[config.mk]
export PLATFORM = sky130hd
export DESIGN_NAME = edge_interval_capture
export DESIGN_NICKNAME = d
export VERILOG_FILES = /design/src/rtl/edge_interval_capture_pkg.sv /design/src/rtl/edge_interval_capture_input_synchronizer.sv /design/src/rtl/edge_interval_capture.sv
export SDC_FILE = /design/constraint.sdc
export NUM_CORES = 1
export LEC_CHECK = 0
export ABC_CLOCK_PERIOD_IN_PS = 2100
export BUFFER_PORTS_ARGS = -buffer_cell sky130_fd_sc_hd__clkbuf_2
export CAP_MARGIN = 0
export CORE_UTILIZATION = 55
export CTS_BUF_LIST = sky130_fd_sc_hd__clkbuf_8
export CTS_CLUSTER_DIAMETER = 200
export DETAILED_ROUTE_END_ITERATION = 6
export GPL_TIMING_DRIVEN = 0
export MAX_ROUTING_LAYER = met4
export PLACE_DENSITY = 0.78
export SYNTH_ARGS = -nofsm -noshare
export SYNTH_HDL_FRONTEND = slang
export SYNTH_HIERARCHICAL = 1
export SYNTH_SLANG_ARGS = --single-unit
[constraint.sdc]
create_clock -name clk -period 2.1 [get_ports clk]
set_input_delay 0.42 -clock clk [delete_from_list [all_inputs] [get_ports clk]]
set_output_delay 0.42 -clock clk [all_outputs]
set_load 0.01 [all_outputs]
[src/rtl/edge_interval_capture_pkg.sv]
// Shared defaults and FSM encoding for the edge interval capture block.
package edge_interval_capture_pkg;

   // Default interval counter width; largest reportable interval is 2^CNT_W-1.
   localparam int CNT_W_DEF       = 8;
   // Default synchronizer depth on the asynchronous input (legal 2..4).
   localparam int SYNC_STAGES_DEF = 2;

   // IDLE waits for a first toggle; MEASURE counts cycles since the last toggle.
   typedef enum logic {
      ST_IDLE    = 1'b0,
      ST_MEASURE = 1'b1
   } state_e;

endpackage

[src/rtl/edge_interval_capture_input_synchronizer.sv]
// Flop chain bringing an asynchronous level into the clk domain.
// Every stage resets to 0, so a high input at reset release shows up as a toggle.
module input_synchronizer #(
   parameter int STAGES = 2
) (
   input  logic clk,
   input  logic reset,
   input  logic d_in,
   output logic d_out
);

   logic [STAGES-1:0] sync_q;

   // Shift the raw input through the chain; the oldest stage is the synchronized level.
   always_ff @(posedge clk) begin
      if (reset) begin
         sync_q <= '0;
      end else begin
         sync_q <= {sync_q[STAGES-2:0], d_in};
      end
   end

   assign d_out = sync_q[STAGES-1];

endmodule

[src/rtl/edge_interval_capture.sv]
// Measures the clk-cycle spacing between consecutive toggles of d_async and
// presents each interval on a one-entry output register.
//
// Output handshake: a sample is transferred on every rising clk edge where
// valid && ready. valid never drops without ready, and interval/rising/sat
// hold steady while valid && !ready. A new capture arriving in the same cycle
// as a transfer reloads the register with no bubble; a capture arriving while
// the register is full and not being taken is dropped and sets sticky overrun.
module edge_interval_capture
   import edge_interval_capture_pkg::*;
#(
   parameter int CNT_W       = CNT_W_DEF,
   parameter int SYNC_STAGES = SYNC_STAGES_DEF
) (
   input  logic             clk,
   input  logic             reset,
   input  logic             d_async,
   input  logic             enable,
   input  logic             ready,
   output logic             valid,
   output logic [CNT_W-1:0] interval,
   output logic             rising,
   output logic             sat,
   output logic             overrun,
   output logic             dbg_state_o
);

   localparam logic [CNT_W-1:0] CNT_MAX = '1;
   localparam logic [CNT_W-1:0] CNT_ONE = CNT_W'(1);

   logic             d_s;
   logic             d_prev_q;
   logic             edge_det;
   state_e           state_q;
   logic [CNT_W-1:0] cnt_q;
   logic [CNT_W-1:0] cnt_inc_d;
   logic             capture;
   logic             slot_free;
   logic             valid_q;
   logic [CNT_W-1:0] interval_q;
   logic             rising_q;
   logic             sat_q;
   logic             overrun_q;

   input_synchronizer #(
      .STAGES (SYNC_STAGES)
   ) u_sync (
      .clk   (clk),
      .reset (reset),
      .d_in  (d_async),
      .d_out (d_s)
   );

   // A toggle is any change of the synchronized level from the previous cycle.
   assign edge_det  = d_s ^ d_prev_q;
   // The counter sticks at its maximum so long gaps report as saturated.
   assign cnt_inc_d = (cnt_q == CNT_MAX) ? cnt_q : cnt_q + CNT_ONE;
   // Only a toggle that closes a running measurement produces a sample.
   assign capture   = enable && (state_q == ST_MEASURE) && edge_det;
   // The register can accept a new sample if empty or being emptied this cycle.
   assign slot_free = !valid_q || ready;

   // Track the previous level, run the FSM and the interval counter.
   always_ff @(posedge clk) begin
      if (reset) begin
         d_prev_q <= 1'b0;
         state_q  <= ST_IDLE;
         cnt_q    <= '0;
      end else begin
         d_prev_q <= d_s;
         if (!enable) begin
            state_q <= ST_IDLE;
            cnt_q   <= '0;
         end else begin
            case (state_q)
               ST_IDLE: begin
                  if (edge_det) begin
                     state_q <= ST_MEASURE;
                     cnt_q   <= CNT_ONE;
                  end
               end
               ST_MEASURE: begin
                  cnt_q <= edge_det ? CNT_ONE : cnt_inc_d;
               end
               default: begin
                  state_q <= ST_IDLE;
                  cnt_q   <= '0;
               end
            endcase
         end
      end
   end

   // Load captured intervals into the output register, or flag a drop when full.
   always_ff @(posedge clk) begin
      if (reset) begin
         valid_q    <= 1'b0;
         interval_q <= '0;
         rising_q   <= 1'b0;
         sat_q      <= 1'b0;
         overrun_q  <= 1'b0;
      end else if (capture) begin
         if (slot_free) begin
            valid_q    <= 1'b1;
            interval_q <= cnt_q;
            rising_q   <= d_s;
            sat_q      <= (cnt_q == CNT_MAX);
         end else begin
            overrun_q  <= 1'b1;
         end
      end else if (valid_q && ready) begin
         valid_q <= 1'b0;
      end
   end

   assign valid       = valid_q;
   assign interval    = interval_q;
   assign rising      = rising_q;
   assign sat         = sat_q;
   assign overrun     = overrun_q;
   assign dbg_state_o = state_q;

endmodule

==> run summary <==
TritonCTS built the clock tree. In this run, distinct cell masters in the synthesized netlist total 34. Slew at the pin with the worst max-slew slack: 0.667 ns. Of the available clock period, the critical path in the final layout requires 80.8%. The cell depth of the worst flop-to-flop path is 4, and the register clock-pin slew on the reported worst setup and hold paths is 0.08 ns.

Synthesis inferred 24 register bits. Of the cells placed in the final design, the portion with a size suffix greater than 1 is 19.6%. The clock reaches the later pin of the worst-skew pair after 0.26 ns.

The number of hold buffers added after CTS was 0. The clock drives 24 sinks. The floorplan step defined a die boundary enclosing 0.00214 mm^2.

The delay of the slowest critical-path stage works out to 0.56 ns. For the worst ir drop on vdd, the log shows 0.488 mV. The maximum buffer depth of the clock tree was 2. For this run, the leading register cell type out of synthesis is sky130_fd_sc_hd__dfxtp_1. The worst-case clock skew was 0.00144 ns. In this run the critical register-to-register path is launched from u_sync/sync_q[1]. The async set-reset flop share out of synthesis was 0%.

The tool flagged a number of max-cap violations equal to 0. The number of clock buffers added by TritonCTS is 3. Based on the critical path, the design can be clocked at up to 0.590 GHz.

The filler cell count is 151. STA classifies the critical path startpoint as a flip-flop. The tree is rooted in a sky130_fd_sc_hd__clkbuf_8. The core area came out at 0.00178 mm^2.

Setup violations remaining at the end of the flow were counted as 0. The tools report the post-route total power as 772 uW. Summing every instance area after synthesis gives 0.00108 mm^2. Die boundary width: 46.3 um.

In the layout the commonest cells are sky130_fd_sc_hd__dfxtp_1, sky130_fd_sc_hd__clkbuf_2, sky130_fd_sc_hd__nand2_1. The logs give 0.464 nW for the leakage power total and 0 for the post-route antenna net violation count. The die is 46.3 um tall. In this run the critical register-to-register path is captured at rising. The worst relative slew slack came out at 55.2%. The critical path class was flip-flop to flip-flop. The logs give 0.839 for the final weighted congestion in routability-driven placement and 6 for the count of yosys warnings during synthesis. The internal portion of the total power is 601 uW. The DRC violation count after routing was 0; the number of buffers inserted to repair setup after CTS was 0. The slowest stage of the critical path is the sky130_fd_sc_hd__xnor2_1 cell. Global routing consumed, over all layers together, 22.8% of the routing resources. The worst-case hold path end point is u_sync/sync_q[0].

The start point of the critical path is u_sync/sync_q[1]. The wire length per cell after detailed routing was 13.0 um. The post-cts resize count is 0, and the clock share of power is 34.8%. Area of all sequential standard cells: 480 um^2. The library cell used most frequently in the layout, excluding fill and tap cells, is sky130_fd_sc_hd__dfxtp_1. Critical path arrival: 1.85 ns.

Walking the worst path, the cells encountered are xnor2_1, or3_1, buf_2, mux2_4. In this run, the combinational gates consume 5.3% of the power. Element type at the critical path end: a flip-flop. Switching share of total power: 22.2%.

Counting tap cells, the placed design contains a total of 160 instances. Power spread over the standard cell area amounts to 624 mW/mm^2. The tools report the initial standard-cell utilization of the core as 60.6%.

The placed instance area was 0.00120 mm^2. Compared with the post-synthesis result, the final layout area differs by 14.6%. The final hold violation count was 0. The post-synthesis net count is 124, and the overflow left after global routing is 0. In this run the count of I/O pins placed on the die edge is 18.

The repair_antennas step left the layout with diodes totalling 0. HPWL after detailed placement: 1500 um. A synthesized cell averages 9.15 um^2.

The tools report the number of antenna violations at the first check in global routing as 0. The pin count of the biggest net entering global routing was 13. The run finished with clean final reports. The H-tree depth reported by CTS is 1, and the peak fanout along the critical path is 8. The number of enable flip-flop cells after synthesis came out at 0. For this block, the via count after detailed routing is 917. The first detailed-routing pass ran for 4 iterations. The area used by multi-input combinational logic is 556 um^2. After floorplanning, the core was divided into 15 placement rows. The first global-routing pass estimated 3380 um of wire. The area fraction of the dominant cell type after synthesis is 44.5%. Broken down by cell family, the worst path's largest delay share belongs to XOR/XNOR gates. After layout, the minimum clock period comes to 1.70 ns. After detailed routing, the total wire length is 2120 um. Of all cell types, the one taking the most synthesized area is sky130_fd_sc_hd__dfxtp_1. The final cell count without fillers was 163; the slack of the worst reg-to-reg path was 0.40 ns. After detailed routing, the number of vias per cell comes to 5.63. After routing the design area is 0.00124 mm^2. The startpoint identified for the worst hold timing path is d_async. Setup repair after global routing left no endpoint under its margin. The power spent charging and discharging nets was 171 uW; the required time at the endpoint of the critical path was 2.26 ns. For the number of slew-limit violations in the final report, the log shows 0. Registers are responsible for 59.9% of the overall power. The worst hold path belongs to the class input port to flip-flop. The first routing iteration left 21 violations. In the final design database the tool counted 146 nets. The logs give 782 for the number of global-route vias before repair and 0 ns for the setup total negative slack. Sorting the synthesized cells by area gives the leading types as sky130_fd_sc_hd__dfxtp_1, sky130_fd_sc_hd__mux2i_1, sky130_fd_sc_hd__nand2_1, sky130_fd_sc_hd__nand3_1, sky130_fd_sc_hd__nor2b_1. The sequential cell area fraction in the yosys report is 44.5%, and the number of instances in the synthesized netlist is 118. Cell depth of the worst min-delay path: 2. Number of buffer and inverter stages on the critical path: 1. Port buffering added 17 buffers.
[kinds of logic (layout without fill, tap and decap cells)]
kind of cell / count (synthesis) / after routing / share of synthesized area, %
multiplexers: 9 / 9 / 8.81
XOR/XNOR: 2 / 2 / 1.62
AND/OR/NAND/NOR: 50 / 50 / 26.0
flip-flops: 24 / 24 / 44.5
adder cells (fa/ha/maj): 1 / 1 / 1.16
AO/OA/AOI/OAI: 21 / 21 / 13.9
buffers and inverters: 11 / 31 / 4.06
[per-stage QoR]
step           util, %  hold WS (ns)  worst slack [ns]
6_report          69.4         0.359             0.404
4_1_cts           69.4         0.362             0.416
5_1_grt           69.4         0.382             0.327
2_1_floorplan        -         0.414             0.565
3_5_place_dp      67.1         0.428             0.389
3_3_place_gp      67.1         0.428             0.423
[cell type report]
type,count,area share (%)
Sequential cell,24,38.8
Timing Repair Buffer,17,6.88
Multi-Input combinational cell,83,44.9
Inverter,2,0.607
Buffer,9,2.93
Clock buffer,3,3.34
Tap cell,25,2.53
[flip-flops by register name (all words and copies together), names as in the netlist]
| signal | cells |
|---|---|
| rising | 1 |
| d_prev_q | 1 |
| cnt_q | 8 |
| valid | 1 |
| overrun | 1 |
| dbg_state_o | 1 |
| interval | 8 |
| sat | 1 |
| u_sync/sync_q | 2 |
[how the worst max path moves through the flow]
stage,to,slack [ns],cells past startpoint
finish,rising,0.40,4
floorplan,rising,0.57,5
global route,cnt_q[7],0.33,4
detailed placement,rising,0.39,6
CTS,rising,0.42,4
global placement,rising,0.42,6
[worst register-to-register path: cells and delay by family (launching register included)]
kind,cells,cell delay [ns]
buf+inv,1,0.19
mux,1,0.31
xor+xnor,1,0.56
flops,1,0.34
simple gates,1,0.20
[metal layers]
layer / up-vias / global-route usage, % / routed length (um) / part of all wire [%]
li1: 473 / - / - / -
met1: 421 / 30.3 / 1070 / 50
met2: 18 / 34.2 / 977 / 46
met3: 5 / 3.53 / 48 / 2.3
met4: 0 / 8.82 / 32 / 1.5
met5: - / - / 0 / 0
[cells in the mapped netlist, types with 3 or more instances]
cell / instances
sky130_fd_sc_hd__nand3b_1: 3
sky130_fd_sc_hd__a31o_2: 4
sky130_fd_sc_hd__nor2b_1: 6
sky130_fd_sc_hd__nand2b_1: 4
sky130_fd_sc_hd__nand2_1: 11
sky130_fd_sc_hd__dfxtp_1: 24
sky130_fd_sc_hd__nand3_1: 8
sky130_fd_sc_hd__nor4_1: 5
sky130_fd_sc_hd__nor3_1: 3
sky130_fd_sc_hd__clkbuf_1: 7
sky130_fd_sc_hd__a21oi_1: 5
sky130_fd_sc_hd__mux2i_1: 8
[power groups by stage]
stage	logic, mW	registers (mW)	clock network (mW)
finish	0.0410	0.462	0.269
global route	0.0450	0.463	0.285
CTS	0.0409	0.462	0.265
detailed placement	0.0407	0.473	0
global placement	0.0387	0.473	0
floorplan	0.0271	0.472	0
(Power assumes the default switching activity.)
